### config.mk
export PLATFORM = sky130hd
export DESIGN_NAME = inst_queue_flat
export DESIGN_NICKNAME = d
export VERILOG_FILES = /design/src/rtl/inst_queue_pkg.sv /design/src/rtl/inst_queue_if.sv /design/src/rtl/inst_queue_compact.sv /design/src/rtl/inst_queue.sv /design/src/flat_wrapper.sv
export SDC_FILE = /design/constraint.sdc
export NUM_CORES = 2
export LEC_CHECK = 0
export ABC_CLOCK_PERIOD_IN_PS = 15950
export CAP_MARGIN = 25
export CORE_MARGIN = 10
export CORE_UTILIZATION = 50
export DETAILED_ROUTE_END_ITERATION = 8
export PLACE_DENSITY_LB_ADDON = 0.12
export SLEW_MARGIN = 20
export SYNTH_ARGS = -nofsm -noshare
export SYNTH_HDL_FRONTEND = slang
export SYNTH_SLANG_ARGS = --single-unit
### constraint.sdc
create_clock -name clk -period 15.95 [get_ports clk]
set_input_delay 2.3925 -clock clk [delete_from_list [all_inputs] [get_ports clk]]
set_output_delay 2.3925 -clock clk [all_outputs]
set_load 0.05 [all_outputs]
### src/rtl/inst_queue_pkg.sv
// Shared constants and width helpers for the instruction queue.
// No logic; compile-time only.
// No flow control of its own.
package inst_queue_pkg;

    localparam int ENTRY_W_DEF = 131;

    // Field offsets inside one entry: {predictor, inst, exc_vec, pc}
    localparam int PC_LSB   = 0;
    localparam int EXC_LSB  = 32;
    localparam int INST_LSB = 64;
    localparam int PRED_LSB = 96;

    // Bits needed to index n distinct values; never returns less than 1
    function automatic int clog2w(input int n);
        int w;
        w = 0;
        while ((1 << w) < n) begin
            w = w + 1;
        end
        return (w == 0) ? 1 : w;
    endfunction

endpackage

### src/rtl/inst_queue_if.sv
// Fetch/issue side bundle of the instruction queue.
// Head and status signals are combinational from queue state.
// Fetch holds data while allowin_o is low; issue pops via pop_cnt_i.
interface inst_queue_if import inst_queue_pkg::*; #(
    parameter int DEPTH   = 16,
    parameter int ENTRY_W = ENTRY_W_DEF,
    parameter int FETCH_W = 2,
    parameter int ISSUE_W = 2
);
    localparam int POP_W = clog2w(ISSUE_W + 1);
    localparam int CNT_W = clog2w(DEPTH + 1);

    logic                       flush_i;
    logic [FETCH_W-1:0]         push_valid_i;
    logic [FETCH_W*ENTRY_W-1:0] push_data_i;
    logic                       allowin_o;
    logic                       almost_full_o;
    logic [POP_W-1:0]           pop_cnt_i;
    logic [ISSUE_W-1:0]         head_valid_o;
    logic [ISSUE_W*ENTRY_W-1:0] head_data_o;
    logic [CNT_W-1:0]           count_o;

    // Queue side
    modport slave (
        input  flush_i, push_valid_i, push_data_i, pop_cnt_i,
        output allowin_o, almost_full_o, head_valid_o, head_data_o, count_o
    );

    // Fetch/issue side
    modport master (
        output flush_i, push_valid_i, push_data_i, pop_cnt_i,
        input  allowin_o, almost_full_o, head_valid_o, head_data_o, count_o
    );

endinterface

### src/rtl/inst_queue_compact.sv
// Prefix popcount over the push lane mask: slot offset per lane plus total.
// Purely combinational, zero latency.
// No backpressure; the caller decides whether the push is accepted.
module iq_compact import inst_queue_pkg::*; #(
    parameter int FETCH_W = 2,
    parameter int OFF_W   = clog2w(FETCH_W + 1)
) (
    input  logic [FETCH_W-1:0]            valid_i,
    output logic [FETCH_W-1:0][OFF_W-1:0] off_o,
    output logic [OFF_W-1:0]              npush_o
);

    logic [OFF_W-1:0] acc;

    // Each lane lands at the number of valid lanes below it
    always_comb begin
        acc   = '0;
        off_o = '0;
        for (int k = 0; k < FETCH_W; k++) begin
            off_o[k] = acc;
            acc      = acc + OFF_W'(valid_i[k]);
        end
        npush_o = acc;
    end

endmodule

### src/rtl/inst_queue.sv
// Circular fetch-to-issue instruction queue with lane compaction and flush.
// Write-to-head latency 1 cycle; head/status outputs depend on state only.
// Whole push is dropped unless FETCH_W slots are free; pops are clamped to count.
module inst_queue import inst_queue_pkg::*; #(
    parameter int DEPTH    = 16,
    parameter int ENTRY_W  = ENTRY_W_DEF,
    parameter int FETCH_W  = 2,
    parameter int ISSUE_W  = 2,
    parameter int AF_SLACK = 4
) (
    input  logic       clk,
    input  logic       rst,
    inst_queue_if.slave q
);

    localparam int PTR_W = clog2w(DEPTH);
    localparam int CNT_W = clog2w(DEPTH + 1);
    localparam int OFF_W = clog2w(FETCH_W + 1);

    logic [PTR_W-1:0]   wr_ptr_q, wr_ptr_d;
    logic [PTR_W-1:0]   rd_ptr_q, rd_ptr_d;
    logic [CNT_W-1:0]   count_q, count_d;
    logic [ENTRY_W-1:0] mem_q [DEPTH];

    logic [FETCH_W-1:0][OFF_W-1:0] lane_off;
    logic [OFF_W-1:0]              npush;
    logic [CNT_W-1:0]              free_slots;
    logic [CNT_W-1:0]              npush_acc;
    logic [CNT_W-1:0]              pop_req;
    logic [CNT_W-1:0]              eff_pop;
    logic                          allowin;
    logic                          almost_full;
    logic [FETCH_W-1:0]            wr_en;
    logic [FETCH_W-1:0][PTR_W-1:0] wr_idx;
    logic [ISSUE_W-1:0]            head_valid;
    logic [ISSUE_W*ENTRY_W-1:0]    head_data;

    iq_compact #(
        .FETCH_W (FETCH_W),
        .OFF_W   (OFF_W)
    ) u_compact (
        .valid_i (q.push_valid_i),
        .off_o   (lane_off),
        .npush_o (npush)
    );

    // Status flags look only at the registered count
    always_comb begin
        free_slots  = CNT_W'(DEPTH) - count_q;
        allowin     = (free_slots >= CNT_W'(FETCH_W));
        almost_full = (free_slots < CNT_W'(AF_SLACK));
    end

    // Pointer/count update; flush overrides this cycle's push and pop
    always_comb begin
        npush_acc = allowin ? CNT_W'(npush) : '0;
        pop_req   = CNT_W'(q.pop_cnt_i);
        eff_pop   = (pop_req > count_q) ? count_q : pop_req;
        wr_ptr_d  = wr_ptr_q + PTR_W'(npush_acc);
        rd_ptr_d  = rd_ptr_q + PTR_W'(eff_pop);
        count_d   = count_q + npush_acc - eff_pop;
        if (q.flush_i) begin
            wr_ptr_d = '0;
            rd_ptr_d = '0;
            count_d  = '0;
        end
    end

    // State register; storage is excluded so it needs no reset
    always_ff @(posedge clk or posedge rst) begin
        if (rst) begin
            wr_ptr_q <= '0;
            rd_ptr_q <= '0;
            count_q  <= '0;
        end else begin
            wr_ptr_q <= wr_ptr_d;
            rd_ptr_q <= rd_ptr_d;
            count_q  <= count_d;
        end
    end

    // Write decode: valid lanes go to consecutive slots from wr_ptr
    always_comb begin
        for (int k = 0; k < FETCH_W; k++) begin
            wr_en[k]  = allowin && !q.flush_i && q.push_valid_i[k];
            wr_idx[k] = wr_ptr_q + PTR_W'(lane_off[k]);
        end
    end

    // Storage write; distinct lanes always target distinct slots
    always_ff @(posedge clk) begin
        for (int k = 0; k < FETCH_W; k++) begin
            if (wr_en[k]) begin
                mem_q[wr_idx[k]] <= q.push_data_i[k*ENTRY_W +: ENTRY_W];
            end
        end
    end

    // Head read mux: lane j shows slot rd_ptr+j, valid as a thermometer
    always_comb begin
        for (int j = 0; j < ISSUE_W; j++) begin
            head_valid[j]                   = (count_q > CNT_W'(j));
            head_data[j*ENTRY_W +: ENTRY_W] = mem_q[rd_ptr_q + PTR_W'(j)];
        end
    end

    assign q.allowin_o     = allowin;
    assign q.almost_full_o = almost_full;
    assign q.count_o       = count_q;
    assign q.head_valid_o  = head_valid;
    assign q.head_data_o   = head_data;

endmodule
### src/flat_wrapper.sv
// flat-port wrapper written by rule: the top's interface ports become plain ports
module inst_queue_flat import inst_queue_pkg::*;
#(
    parameter int DEPTH    = 16,
    parameter int ENTRY_W  = ENTRY_W_DEF,
    parameter int FETCH_W  = 2,
    parameter int ISSUE_W  = 2,
    parameter int AF_SLACK = 4
)
  (clk, rst, q_flush_i, q_push_valid_i, q_push_data_i, q_pop_cnt_i, q_allowin_o, q_almost_full_o, q_head_valid_o, q_head_data_o, q_count_o);
  inst_queue_if #(.DEPTH(DEPTH), .ENTRY_W(ENTRY_W), .FETCH_W(FETCH_W), .ISSUE_W(ISSUE_W)) q_i ();
  input  logic clk;
  input  logic rst;
  input wire logic [$bits(q_i.flush_i)-1:0] q_flush_i;
  input wire logic [$bits(q_i.push_valid_i)-1:0] q_push_valid_i;
  input wire logic [$bits(q_i.push_data_i)-1:0] q_push_data_i;
  input wire logic [$bits(q_i.pop_cnt_i)-1:0] q_pop_cnt_i;
  output wire logic [$bits(q_i.allowin_o)-1:0] q_allowin_o;
  output wire logic [$bits(q_i.almost_full_o)-1:0] q_almost_full_o;
  output wire logic [$bits(q_i.head_valid_o)-1:0] q_head_valid_o;
  output wire logic [$bits(q_i.head_data_o)-1:0] q_head_data_o;
  output wire logic [$bits(q_i.count_o)-1:0] q_count_o;
  assign q_i.flush_i = q_flush_i;
  assign q_i.push_valid_i = q_push_valid_i;
  assign q_i.push_data_i = q_push_data_i;
  assign q_i.pop_cnt_i = q_pop_cnt_i;
  assign q_allowin_o = q_i.allowin_o;
  assign q_almost_full_o = q_i.almost_full_o;
  assign q_head_valid_o = q_i.head_valid_o;
  assign q_head_data_o = q_i.head_data_o;
  assign q_count_o = q_i.count_o;
  inst_queue #(.DEPTH(DEPTH), .ENTRY_W(ENTRY_W), .FETCH_W(FETCH_W), .ISSUE_W(ISSUE_W), .AF_SLACK(AF_SLACK)) u_core (.clk(clk), .rst(rst), .q(q_i));
endmodule
# --- Word level (Yosys, flattened, before mapping) ---
# Memories as Yosys holds them, arrays and structs flattened.
# Index checks and enable logic that the tools add are counted.
op_classes:
  add_sub_neg: 8
  order_cmp: 5
  mux: 9
  reduce_logical: 4
op_table:
  columns: ["op", "count"]
  rows:
  - ["$gt A5 B1 Y1 const B", 2]
  - ["$mux W5", 2]
  - ["$add A4 B4 Y4", 2]
  - ["$mux W4", 2]
  - ["$add A5 B5 Y5", 1]
  - ["$ge A5 B2 Y1 const B", 1]
  - ["$gt A2 B5 Y1", 1]
  - ["$lt A5 B3 Y1 const B", 1]
  - ["$sub A5 B5 Y5", 1]
  - ["$sub A5 B5 Y5 const A", 1]
  - ["$add A4 B1 Y4", 1]
  - ["$add A4 B1 Y4 const B", 1]
  - ["$mux W1", 4]
  - ["$logic_and A1 B1 Y1", 3]
  - ["$add A1 B1 Y2", 1]
  - ["$mux W2", 1]
  - ["$logic_not A1 Y1", 1]
totals:
  regBits: 13
  ram_bits: 2096
  out_inout_bits: 271
  word_cells: 30
  mem_count: 1
mem_list:
  columns: ["memory", "words", "word_bits", "rd", "rd_clocked_by_memory_dff", "wr", "line", "text"]
  rows:
  - ["u_core.mem_q", 16, 131, 2, 0, 2, "inst_queue.sv:23", "logic [ENTRY_W-1:0] mem_q [DEPTH];"]

# --- Longest topological paths before layout ---
depth:
  depth_word: 6
  ltp_mapped: 17
  mapped_depth_nobuf: 16

# --- Cells and area by module ---
# A second synthesis with hierarchy kept.
unflattened:
  hier_cells: 7810
  area_unflattened_um2: 120122.7
by_module_without_submodules:
  columns: ["module", "instances", "cells_per_inst", "area_each_um2"]
  rows:
  - ["inst_queue", 1, 7804, 120076.4]
  - ["iq_compact", 1, 6, 46.3]

# --- Least setup slack after synthesis ---
# Ideal clock, no wire load.
synth_path:
  kind: "input to register"
  start: "in q_push_valid_i[0]"
  end: "mem u_core.mem_q[9][0] in the netlist's numbering (enable)"
  arrival_ns: 10.214
  t_required_ns: 15.285
  slack_ns: 5.071
  cell_stages: 7
  path_buffers: 2
  path_cell_list: "ha_1 -> ha_1 -> nor4bb_1 -> buf_2 -> buf_1 -> nand2_1 -> a21oi_1"
synth_rtl:
  columns: ["element", "line", "text"]
  rows:
  - ["from (decl)", "flat_wrapper.sv:15", "input wire logic [$bits(q_i.push_valid_i)-1:0] q_push_valid_i;"]
  - ["to (decl)", "inst_queue.sv:23", null]

# --- Worst setup path in the final report ---
layout_path:
  start: "reg u_core.rd_ptr_q[0]"
  end: "out q_head_data_o[182]"
layout_via:
  elab_chain_len: 2
layout_rtl:
  columns: ["element", "line", "text"]
  rows:
  - ["from (decl)", "inst_queue.sv:21", "logic [PTR_W-1:0] rd_ptr_q, rd_ptr_d;"]
  - ["from (signal assigned)", "inst_queue.sv:77", "rd_ptr_q <= rd_ptr_d;"]
  - ["$add A4 B1 Y4", "inst_queue.sv:103", "head_data[j*ENTRY_W +: ENTRY_W] = mem_q[rd_ptr_q + PTR_W'(j)];"]
  - ["$mem_v2 Z16 W131", null, null]
  - ["to (decl)", "flat_wrapper.sv:21", "output wire logic [$bits(q_i.head_data_o)-1:0] q_head_data_o;"]
# Every way passes these cells.

==> results.py <==
metrics = {
    "status": {
        "status": "finished, final reports clean",
    },
    "detailed_routing": {
        "drc": 0,
        "viasPerCell": 7.88,
        "vias": 87300,
        "routed_wl_microns": 467000,
        "dr.pass1.iters": 6,
        "drt_iter0_markers": 14900,
        "ant_nets": 0,
        "wl_per_cell_microns": 42.2,
    },
    "synth": {
        "synth-edff-count": 2096,
        "seq_area_frac_synth_pct": 52.5,
        "postSynthAreaPerCell_sq_um": 15.4,
        "ys_ff_latch": 2109,
        "ys_types": 54,
        "syn_inst": 7839,
        "yosys_most_used_dff": "edfxtp_1",
        "syn_area_sq_um": 120000,
        "yosys_warnings": 0,
        "async_reset_ff_share_pct": 0.616,
        "synth_fp_nets": 8132,
    },
    "power_and_ir_drop": {
        "p_sw_share_pct": 44.1,
        "power_frac_clock_pct": 19.6,
        "pwr-share-comb_pct": 55.1,
        "seqPwrFrac_pct": 25.3,
        "p_leak_nw": 39.3,
        "power_mw": 27.2,
        "intPower_mw": 15.2,
        "power_density_nw_per_um2": 203,
        "max-vdd-ir-drop_mv": 0.462,
        "power_switching_mw": 12.0,
    },
    "layout": {
        "area_delta_synth_final_pct": 11.4,
        "finalNonFillerCells": 11100,
        "fill_cells": 18900,
        "layout-drive-gt1-share_pct": 21.9,
        "nets": 7953,
        "final_util_pct": 55.9,
    },
    "critical_path": {
        "startpoint": "u_core.rd_ptr_q[0]",
        "worst_r2r_endpoint": "u_core.mem_q[5][90]",
        "cp_common_cell": "buf_4",
        "ff2ff_setup_slack_ps": 9710,
        "worstSetupStartpointType": "flip-flop",
        "r2r_start": "u_core.q.count_o[1]",
        "critPathKind": "flip-flop to output port",
        "arrival_ps": 7270,
        "endpoint": "q_head_data_o[182]",
        "rr_worst_depth": 13,
        "cp-end-kind": "output port",
        "required_ps": 13560,
        "cp_slowest_stage_delay_ps": 1060,
        "path_cells": "buf_12, buf_4, buf_4, buf_12, buf_4, mux4_2, mux4_2, clkdlybuf4s50_1",
        "critPathSlowestCell": "dfrtp_4",
        "cp_max_fo": 104,
    },
    "placed_design": {
        "gp_congestion": 0.838,
        "io_buffers": 539,
        "hpwl_microns": 247000,
        "dp.cells": 10600,
    },
    "grt": {
        "gr-usage-all-layers_pct": 34.7,
        "grt_overflow": 0,
        "antenna_found_initial": 67,
        "grt_pass1_vias": 86500,
        "grt_first_pass_wirelength_microns": 657000,
        "grt_max_degree": 162,
    },
    "floorplan": {
        "io_pins": 540,
        "fp-row-count": 180,
        "core_sq_um": 240000,
        "start_util_pct": 50.2,
        "die_h_microns": 511,
        "die-area_sq_um": 261000,
        "die_x_microns": 511,
    },
    "clocking": {
        "numCtsBuffers": 230,
        "post_cts_resized": 0,
        "clock_sinks": 2109,
        "clockRootBuffer": "clkbuf_16",
        "htree_levels": 4,
        "postCtsSetupBuffers": 0,
        "cts.hold.buffers_added": 0,
        "clk_path_buf_depth": 3,
        "clk_pin_slew_ps": 60,
        "cts_tree": "done",
        "worst_skew_pair.late_latency_ps": 910,
    },
    "timing": {
        "fin_setup_tns_ps": 0,
        "skew_ps": 36.2,
        "rsz0062_at_grt": "no",
        "finalCritPeriodShare_pct": 60.6,
        "tightest_slew_ps": 1180,
        "fmax_mhz": 104,
        "whs_ps": 718,
        "setup_violations": 0,
        "slew_viol_final": 0,
        "max-slew-margin-rel_pct": 21.1,
        "final.min_clock_period_ps": 9660,
        "hold_viol": 0,
    },
    "run": {
        "max_cap_violations": 0,
    },
    "worst_hold_path": {
        "hp-start": "u_core.q.count_o[4]",
        "hold_class": "flip-flop to flip-flop",
    },
}
## worst max-delay path: cells and delay by family, from the launching register on
kind,cells,cell delay [ps]
buffers and inverters,6,3830
multiplexers,2,1160
flip-flops,1,1060
## Yosys cell counts (4+ instances only)
cell type | n | area, sq um
clkbuf_1 | 399 | 1500
xor2_1 | 5 | 43.8
o2bb2ai_1 | 2096 | 18400
mux2i_1 | 91 | 911
buf_2 | 459 | 2300
a21oi_1 | 92 | 460
nor2b_1 | 65 | 407
a22oi_1 | 19 | 143
buf_1 | 161 | 604
o21ai_0 | 15 | 75.1
nor3_1 | 4 | 20.0
fa_1 | 4 | 80.1
a21o_1 | 4 | 30.0
nand2_1 | 658 | 2470
buf_6 | 4 | 45.0
a31oi_1 | 58 | 363
ha_1 | 20 | 250
xnor2_1 | 5 | 43.8
edfxtp_1 | 2096 | 62900
dfrtp_1 | 13 | 325
buf_4 | 106 | 796
and2_1 | 82 | 513
nor2_1 | 30 | 113
mux4_2 | 1166 | 26300
a211oi_1 | 131 | 983
inv_1 | 16 | 60.1
## layer usage
layer / up-vias / track usage [%] / share of wire [%]
li1: 33200 / - / -
met1: 45300 / 46.8 / 36
met5: - / 0 / 0.086
met2: 7504 / 52.4 / 45
met3: 1226 / 10.3 / 14
met4: 62 / 15.1 / 4.7
## cell families (layout without fill, tap and decap cells)
kind of cell	after synthesis	in the layout	synth area share, %
flip-flops	2109	2109	52.5
adder cells (fa/ha/maj)	24	24	0.274
AND/OR/NAND/NOR	860	860	3.06
AO/OA/AOI/OAI	2430	2430	17.1
XOR/XNOR	10	10	0.0727
buffers and inverters	1147	1166	4.41
other	1	38	0.00311
multiplexers	1258	1258	22.6
## power groups by stage
stage                     clock, mW  combinational, mW  sequential, mW
final                          5.32               15.0            6.87
after global routing           5.56               15.5            6.90
after CTS                      5.33               14.9            6.86
after detailed placement          0               14.9            6.97
after global placement            0               14.8            6.96
after floorplan                   0               10.2            6.88
## registers in the layout (all words and copies together) (netlist names)
signal	flops
u_core.mem_q	2096
u_core.q.count_o	5
u_core.rd_ptr_q	4
u_core.wr_ptr_q	4
## how the worst min path moves through the flow
stage / endpoint / slack, ps / cells after the start
final: u_core.q.count_o[4] / 720 / 3
after global routing: u_core.q.count_o[4] / 790 / 3
after CTS: u_core.q.count_o[4] / 730 / 3
after detailed placement: u_core.q.count_o[4] / 710 / 3
after global placement: u_core.q.count_o[4] / 720 / 3
after floorplan: u_core.rd_ptr_q[0] / 610 / 2
## cells in the final DEF (no fill, tap or decap), types with 4 or more instances in the layout
cell type / Yosys / final
clkinv_1: 0 / 56
xor2_1: 5 / 5
nor2_1: 30 / 15
a21oi_1: 92 / 91
mux2i_1: 91 / 91
nand2_1: 658 / 642
clkbuf_1: 399 / 56
and2_1: 82 / 80
buf_12: 0 / 30
mux4_2: 1166 / 1166
clkinvlp_4: 0 / 14
buf_16: 0 / 4
nand2_4: 0 / 16
buf_4: 106 / 144
clkinv_2: 0 / 37
dfrtp_1: 13 / 9
a21o_1: 4 / 4
nor2b_1: 65 / 63
a211oi_1: 131 / 131
clkbuf_16: 0 / 234
diode_2: 0 / 37
bufinv_16: 0 / 20
inv_6: 0 / 5
inv_1: 16 / 15
a31oi_1: 58 / 58
nor2_4: 1 / 16
fa_1: 4 / 4
o21ai_0: 15 / 15
clkdlybuf4s50_1: 0 / 539
ha_1: 20 / 19
o2bb2ai_1: 2096 / 2096
edfxtp_1: 2096 / 2096
nor3_1: 4 / 4
dfrtp_4: 0 / 4
a22oi_1: 19 / 19
## stage by stage
step	instance area, sq um	worst slack, ps
4_1_cts	134000	6120
5_1_grt	134000	5820
3_5_place_dp	127000	7110
2_1_floorplan	120000	5070
6_report	134000	6290
3_3_place_gp	127000	7230
## final cells by class
type,instances,area [sq um],area share [%]
Clock buffer,292,6090,4.54
Multi-Input combinational cell,4583,52200,38.9
Timing Repair Buffer,718,7200,5.37
Sequential cell,2109,63300,47.2
Clock inverter,138,1230,0.918
Inverter,18,75.1,0.0560
Tap cell,3185,3990,2.97
Antenna cell,37,92.6,0.0690
No activity file was read; power rests on OpenSTA's default activity.
